File: src/rtl/fetch_stage.sv
// fetch_stage: instruction-fetch stage sitting in front of the instruction
// memory. Owns the PC, drives the memory address, and registers the returned
// word together with its PC into the IF/ID register read by decode.
//
// Ports:
//   clk, rst        clock (rising edge), asynchronous active-low reset
//   imem_addr       byte address to instruction memory (== pc_f)
//   imem_rd         combinational read data for imem_addr
//   stall_f         hold PC
//   stall_d         hold IF/ID register
//   flush_d         replace IF/ID contents with a NOP bubble
//   pc_src_e        execute-stage redirect request
//   pc_target_e     redirect target byte address (low bits dropped)
//   pc_f            current fetch PC
//   instr_d, pc_d, pc_plus4_d, valid_d   IF/ID register outputs
//   misalign_f      one-cycle pulse when a redirect target was not word aligned
//   instr_count     running count of valid instructions handed to decode
module fetch_stage #(
  parameter logic [31:0] RESET_PC  = 32'h0000_0000,
  parameter logic [31:0] NOP_INSTR = 32'h0000_0013,
  parameter int          CNT_W     = 32
) (
  input  logic             clk,
  input  logic             rst,
  output logic [31:0]      imem_addr,
  input  logic [31:0]      imem_rd,
  input  logic             stall_f,
  input  logic             stall_d,
  input  logic             flush_d,
  input  logic             pc_src_e,
  input  logic [31:0]      pc_target_e,
  output logic [31:0]      pc_f,
  output logic [31:0]      instr_d,
  output logic [31:0]      pc_d,
  output logic [31:0]      pc_plus4_d,
  output logic             valid_d,
  output logic             misalign_f,
  output logic [CNT_W-1:0] instr_count
);

  logic [31:0] pc_plus4_f;
  logic [31:0] pc_next;
  logic        ifid_load;

  assign imem_addr  = pc_f;
  assign pc_plus4_f = pc_f + 32'd4;  // modular: 0xFFFFFFFC wraps to 0
  assign ifid_load  = !flush_d && !stall_d;

  // Redirect wins over stall: a taken branch must not be lost while the
  // hazard unit is holding fetch.
  always_comb begin
    pc_next = pc_plus4_f;
    if (pc_src_e)     pc_next = {pc_target_e[31:2], 2'b00};
    else if (stall_f) pc_next = pc_f;
  end

  always_ff @(posedge clk or negedge rst) begin
    if (!rst) begin
      pc_f       <= RESET_PC;
      misalign_f <= 1'b0;
    end else begin
      pc_f       <= pc_next;
      misalign_f <= pc_src_e && (pc_target_e[1:0] != 2'b00);
    end
  end

  // IF/ID register. Flush beats stall so a squashed wrong-path word can never
  // be held in decode.
  always_ff @(posedge clk or negedge rst) begin
    if (!rst) begin
      instr_d     <= NOP_INSTR;
      pc_d        <= 32'h0;
      pc_plus4_d  <= 32'h0;
      valid_d     <= 1'b0;
      instr_count <= '0;
    end else if (flush_d) begin
      instr_d    <= NOP_INSTR;
      pc_d       <= 32'h0;
      pc_plus4_d <= 32'h0;
      valid_d    <= 1'b0;
    end else if (ifid_load) begin
      instr_d     <= imem_rd;
      pc_d        <= pc_f;
      pc_plus4_d  <= pc_plus4_f;
      valid_d     <= 1'b1;
      instr_count <= instr_count + CNT_W'(1);  // wraps, no saturation
    end
  end

endmodule

File: config.mk
export PLATFORM = sky130hd
export DESIGN_NAME = fetch_stage
export DESIGN_NICKNAME = d
export VERILOG_FILES = /design/src/rtl/fetch_stage.sv
export SDC_FILE = /design/constraint.sdc
export NUM_CORES = 1
export LEC_CHECK = 0
export ABC_CLOCK_PERIOD_IN_PS = 2100
export BUFFER_PORTS_ARGS = -buffer_cell sky130_fd_sc_hd__buf_2
export CAP_MARGIN = 30
export CORE_MARGIN = 2
export CORE_UTILIZATION = 46
export CTS_CLUSTER_DIAMETER = 40
export DETAILED_ROUTE_END_ITERATION = 16
export PLACE_DENSITY = 0.77
export SLEW_MARGIN = 10
export SYNTH_ARGS = -nofsm -noshare
export SYNTH_HDL_FRONTEND = slang
export SYNTH_SLANG_ARGS = --single-unit
File: constraint.sdc
create_clock -name clk -period 2.1 [get_ports clk]
set_input_delay 0.105 -clock clk [delete_from_list [all_inputs] [get_ports clk]]
set_output_delay 0.105 -clock clk [all_outputs]
set_load 0.005 [all_outputs]
==> results of run 1 <==
cell usage in the layout (no fill, tap or decap), types with 3 or more instances in the layout:
| cell type | synthesis | routed |
|---|---|---|
| nor3_1 | 28 | 28 |
| and4_1 | 6 | 6 |
| or4_1 | 17 | 16 |
| nand4_1 | 18 | 18 |
| o21ai_0 | 17 | 17 |
| or3_1 | 8 | 6 |
| nand3_1 | 25 | 25 |
| o211ai_1 | 3 | 3 |
| a211o_1 | 4 | 4 |
| nor4_1 | 14 | 13 |
| dfrtp_1 | 154 | 152 |
| nor2_1 | 111 | 111 |
| a211oi_1 | 10 | 10 |
| clkbuf_16 | 0 | 17 |
| inv_1 | 20 | 20 |
| xnor2_1 | 30 | 30 |
| nor2b_1 | 7 | 7 |
| buf_2 | 7 | 256 |
| xor2_1 | 25 | 25 |
| clkinvlp_4 | 0 | 5 |
| dfstp_2 | 3 | 3 |
| dlygate4sd3_1 | 0 | 64 |
| a31o_2 | 3 | 3 |
| o31ai_1 | 13 | 13 |
| a2111oi_0 | 5 | 4 |
| clkbuf_8 | 0 | 5 |
| nand2_1 | 41 | 40 |
| mux2i_1 | 57 | 57 |
| a311oi_1 | 12 | 10 |
| conb_1 | 1 | 4 |
| and3_1 | 5 | 5 |
| buf_4 | 37 | 72 |
| a31oi_1 | 16 | 16 |
| bufinv_16 | 0 | 3 |
| a21oi_1 | 9 | 9 |
per-layer routing:
layer  up-vias  part of all wire  GRT usage  routed length [µm]
met4         0             0.019    0.08655                 424
met3        33             0.074    0.04992                1676
met2       343              0.48     0.4090               11000
met1      3490              0.42     0.3355                9585
met5         -                 0          0                   0
li1       3384                 -          -                   -
cell families (layout without fill, tap and decap cells):
kind of cell | after synthesis | after routing
adders and majority gates | 2 | 2
AOI/OAI and AO/OA | 103 | 103
other | 1 | 4
buffers and inverters | 119 | 448
xor gates and xnor gates | 55 | 55
muxes | 58 | 58
DFF | 157 | 157
and+or+nand+nor | 295 | 295
critical path: stages, from the launching register on:
cell,delay (ps)
dfrtp_2,400
ha_4,170
nand2_4,60
or4_4,560
or4_1,540
a311oi_2,270
power breakdown:
group	switching, mW	total [mW]	internal [mW]
sequential	0.205	3.47	3.27
clock	1.23	3.26	2.03
combinational	0.761	1.47	0.711
path summary, 6_finish.rpt:
path,from,slack (ps),cells after the start,end
worst max-delay path,imem_addr[2],-2,5,pc_plus4_d[20]
worst min-delay path,imem_rd[1],20,3,instr_d[1]
max in group asynchronous,rst,1180,3,instr_d[0]
worst max register to register,imem_addr[2],-2,5,pc_plus4_d[20]
min in group asynchronous,rst,200,2,instr_count[11]
worst min register to register,instr_count[31],470,1,instr_count[31]
per-stage QoR:
step                      instances  setup WS, ps  instance area (µm²)  utilization
final                          1342        -2.473                10810       0.6498
after CTS                      1336         4.952                10730       0.6449
after global routing           1342        -50.03                10810       0.6498
after detailed placement       1240        -3.520                 9462       0.5685
after global placement         1240         80.30                 9462       0.5685
after floorplan                 793        0.8358                 7918            -
state kept, by name, indices dropped and copies added (netlist names):
signal / count
pc_plus4_d: 30
valid_d: 1
misalign_f: 1
instr_count: 32
instr_d: 32
imem_addr: 30
pc_d: 31
area by class of cell:
cell class | instances | share of cell area
sequential | 157 | 0.3639
clock buffer | 23 | 0.04605
multi-input combinational | 517 | 0.3119
inverter | 20 | 0.006942
clock inverter | 9 | 0.01226
timing repair buffer | 396 | 0.2335
tap | 220 | 0.02545
repair_timing:
action / in CTS / in global routing
setup buffers: 0 / 6
endpoints found under the hold margin: 114 / 0
hold buffers: 64 / 0
resized for setup: 0 / 8
setup endpoints to repair: 0 / 9
==> flow_summary.yaml, run 1 <==
synthesis:
  yosys.area.top_type_share: 0.4917
  synth_mux_area_frac: 0.07423
  synth_seq_cells: 157
  seq_area_frac_synth: 0.5018
  ys.flop_type: "dfrtp_1"
  synth_top_family_by_area: "simple AND/OR/NAND/NOR gates"
  synth_top_cell_by_area: "dfrtp_1"
  synthCells: 790
  synthSimpleGateAreaFrac: 0.1889
  yosysWarningCount: 0
  synthXorXnorAreaFrac: 0.06146
  async_flop_share: 1.000
  netlist_top_cells_area: "dfrtp_1 49%, mux2i_1 7.3%, nor2_1 5.3%"
  synth.distinct_cells: 58
  synth_compound_area_frac: 0.09275
  synth_edf_count: 0
  syn_area_um2: 7838
  avgSynthCellArea_um2: 9.921
  yosysMostFrequentCell: "dfrtp_1"
  synth_common_cells: "154 x dfrtp_1, 111 x nor2_1, 57 x mux2i_1, 41 x clkbuf_1, 41 x nand2_1"
  synth_fa_ha_area_frac: 0.003193
sta:
  timing.final.ws_setup_ps: -2.473
  maxSlewViolCount: 0
  relSlewSlack: 0.6275
  rsz0062_at_grt: "yes"
  setup_viol: 1
  whs_ps: 20.45
  hold_viol_final: 0
  tightest_slew_ps: 556.7
  layout_min_cycle_time_ps: 2102
  fin_setup_tns_ps: -2.473
  timing.final.crit_share: 1.001
  fmax_mhz: 475.6
  finClkSkew_ps: 8.687
global_route:
  grt_max_degree: 55
  grt_overflow: 0
  antenna_found_initial: 0
  grt_usage: 0.2505
  grt_pass1_vias: 6988
  grt_first_pass_wirelength_um: 35880
detailed_routing:
  num_vias: 7250
  first_pass_iters: 5
  wl_um: 22680
  drt_iter0_drc: 563
  drtAntennaViolNets: 0
  wire_per_inst_um: 16.90
  route.detailed.drc: 0
  via_per_inst: 5.402
clock_tree:
  cts.sinks: 157
  cts-root-buf: "clkbuf_16"
  clk_latency_ps: 420
  htree_levels: 4
  cts_tree: "yes"
  clock_path_buffers: 2
  cts_buffers: 17
  clkTransAtPathRegs_ps: 60
placement:
  port_buffers: 259
  hpwl_um: 15840
  gp_congestion: 0.9046
cells_and_area:
  n_fill_cell: 1303
  ff_latch_area_um2: 3935
  multiInputGateArea_um2: 3373
  nets: 1181
  antennaDiodeCount: 0
  drive_gt1_frac: 0.3440
  area_growth_pct: 37.98
pwr:
  power_mw: 8.203
  p_leak_nw: 5.409
  ir_drop_v: 0.0005958
  pwr_density_cell_nw_per_um2: 758.5
hold_path:
  min_path_type: "in2reg"
setup_path:
  crit_arrival_ps: 2430
  path_max_fanout: 8
  cp-end-kind: "flop"
  startpoint_type: "flop"
  path_class: "reg2reg"
  required_ps: 2420
floorplan:
  dieHeight_um: 134.5
  dieArea_um2: 18100
  io_pins: 264
  core_um2: 16640
  chipWidth_um: 134.5
  start_util: 0.4709
  rows: 47
run_status:
  outcome: "complete, but fails checks"
  violations: "setup timing"
job:
  drv_cap: 0
(Power assumes the default switching activity.)
==> run 2, diff against run 1 <==
--- a/config.mk
+++ b/config.mk
@@ -5,7 +5,7 @@
 export SDC_FILE = /design/constraint.sdc
 export NUM_CORES = 1
 export LEC_CHECK = 0
-export ABC_CLOCK_PERIOD_IN_PS = 2100
+export ABC_CLOCK_PERIOD_IN_PS = 1800
 export BUFFER_PORTS_ARGS = -buffer_cell sky130_fd_sc_hd__buf_2
 export CAP_MARGIN = 30
 export CORE_MARGIN = 2
==> constraint.sdc (replaced) <==
create_clock -name clk -period 1.8 [get_ports clk]
set_input_delay 0.09 -clock clk [delete_from_list [all_inputs] [get_ports clk]]
set_output_delay 0.09 -clock clk [all_outputs]
set_load 0.005 [all_outputs]
==> run 2 against run 1 <==
  * The flow still finishes with violations (setup timing)
  * Sequential cell count unchanged
  * Die area unchanged
  * Register-to-register slack worse by 250 ps
  * Sequential power up 16%
  * Non-clock buffer count up 46
  * Sequential share of layout area down 1.9 points
  * Clock skew down 1.3 ps
  * Via count up 4.8%
  * Critical path type unchanged
  * Critical endpoint is now imem_addr[30]
==> flow_summary.yaml, run 2 (synthesized netlist as in run 1, its figures left out) <==
floorplan:
  chipWidth_um: 134.5
  dieHeight_um: 134.5
  io_pins: 264
  rows: 47
  start_util: 0.4709
  dieArea_um2: 18100
  core_um2: 16640
cells_and_area:
  reg.largest.list: "instr_count x32, instr_d x32, pc_d x31"
  nets: 1227
  antennaDiodeCount: 0
  final_cell_mix: "256 x buf_2, 152 x dfrtp_1, 111 x nor2_1, 109 x buf_4, 64 x dlygate4sd3_1"
  drive_gt1_frac: 0.3913
  layout_commonest_cell: "buf_2"
  area_growth_pct: 45.67
detailed_routing:
  first_pass_iters: 5
  drt_iter0_drc: 681
  drtAntennaViolNets: 0
  wl_um: 24430
  wire_per_inst_um: 17.60
  num_vias: 7598
  route.detailed.drc: 0
  via_per_inst: 5.474
clock_tree:
  clk_latency_ps: 430
  clkTransAtPathRegs_ps: 60
  clock_path_buffers: 2
  cts-root-buf: "clkbuf_16"
  cts_buffers: 17
  cts.sinks: 157
  cts_tree: "yes"
  htree_levels: 4
setup_path:
  path_max_fanout: 10
  cp-end-kind: "flop"
  crit_arrival_ps: 2390
  critPathMostFrequentCell: "or4_4"
  startpoint_type: "flop"
  required_ps: 2140
  path_cells: "nand4_4 > or4_4 > buf_12 > or4_4 > a31oi_1"
  cp_slowest_cell: "or4_4"
  slowest_delay_ps: 590
  path_class: "reg2reg"
sta:
  rsz0062_at_grt: "yes"
  relSlewSlack: 0.6071
  maxSlewViolCount: 0
  timing.final.ws_setup_ps: -247.7
  finClkSkew_ps: 7.381
  fin_setup_tns_ps: -2216
  timing.final.crit_share: 1.138
  fmax_mhz: 488.4
  hold_viol_final: 0
  setup_viol: 19
  tightest_slew_ps: 589.3
  layout_min_cycle_time_ps: 2048
global_route:
  antenna_found_initial: 0
  grt_overflow: 0
  met3_usage: 0.05856
  grt_pass1_vias: 7472
  use_met1: 0.3400
  grt_use_met2: 0.4447
  grt_first_pass_wirelength_um: 38130
  grt_max_degree: 57
  grt-busiest-layer: "met2"
  grt_usage: 0.2664
job:
  drv_cap: 0
run_status:
  outcome: "complete, but fails checks"
  violations: "setup timing"
placement:
  port_buffers: 259
  gp_congestion: 0.8663
  post-place-ws_ps: -212.4
  hpwl_um: 15980
hold_path:
  min_path_type: "in2reg"
pwr:
  p_leak_nw: 5.744
  ir_drop_v: 0.0006883
  pwr_density_cell_nw_per_um2: 857.8
  power_mw: 9.794
## run 2: cell count changes in the layout (fill, tap and decap cells not counted), sizes merged
cell      before  now
buf          332  378
bufinv         3    4
clkbuf        23   20
clkinv         1    5
clkinvlp       5    1
inv           20   22
## run 2: final cells by class
class / instances / area, µm²
Clock buffer: 20 / 456.7
Clock inverter: 12 / 185.2
Timing Repair Buffer: 442 / 2939
Sequential cell: 157 / 3935
Fill cell: 1190 / 5225
Tap cell: 220 / 275.3
Multi-Input combinational cell: 517 / 3551
Inverter: 20 / 75.07
## run 2: worst paths after layout
check	end	slack [ps]	depth (start not counted)	from
hold reg to reg	instr_count[31]	480	1	instr_count[31]
max in group asynchronous	imem_addr[2]	960	3	rst
setup reg to reg	imem_addr[30]	-250	5	imem_addr[8]
min in group asynchronous	pc_d[16]	160	2	rst
setup / recovery	imem_addr[30]	-250	5	imem_addr[8]
hold / removal	instr_d[0]	40	3	imem_rd[0]
## run 2: timing repair
action                                  4_1_cts  5_1_grt
pin swaps                                     8       11
endpoints found under the hold margin       216        0
setup buffers                                 5        8
hold buffers                                 64        0
endpoints found under the setup margin       27       39
gates cloned                                  0        0
resized for setup                             8       38
## run 2: worst max-delay path: cells and delay by family, from the launching register on
kind            cells  cell delay [ps]
simple gates        3             1200
flops               1              390
buf+inv             1              160
compound gates      1              210
## run 2: power by group
group	leakage, nW	internal [mW]	switching [mW]
sequential	2.01	3.81	0.223
combinational	3.42	0.899	0.961
clock	0.311	2.41	1.49
total	5.74	7.12	2.67
## run 2: through the flow
step / utilization / std cells / cell area, µm² / hold WS, ps
floorplan: - / 793 / 7978 / -205.6
global placement: 0.5907 / 1280 / 9831 / 2.441
detailed placement: 0.5907 / 1280 / 9831 / 7.371
CTS: 0.6724 / 1381 / 11190 / 19.75
global route: 0.6860 / 1388 / 11420 / 39.72
finish: 0.6860 / 1388 / 11420 / 38.01
## run 2: routing by layer
| metal | wire [µm] | vias up | part of all wire |
|---|---|---|---|
| li1 | - | 3482 | - |
| met1 | 9794 | 3694 | 0.40 |
| met4 | 680 | 0 | 0.028 |
| met5 | 0 | - | 0 |
| met3 | 1807 | 57 | 0.074 |
| met2 | 12150 | 365 | 0.50 |
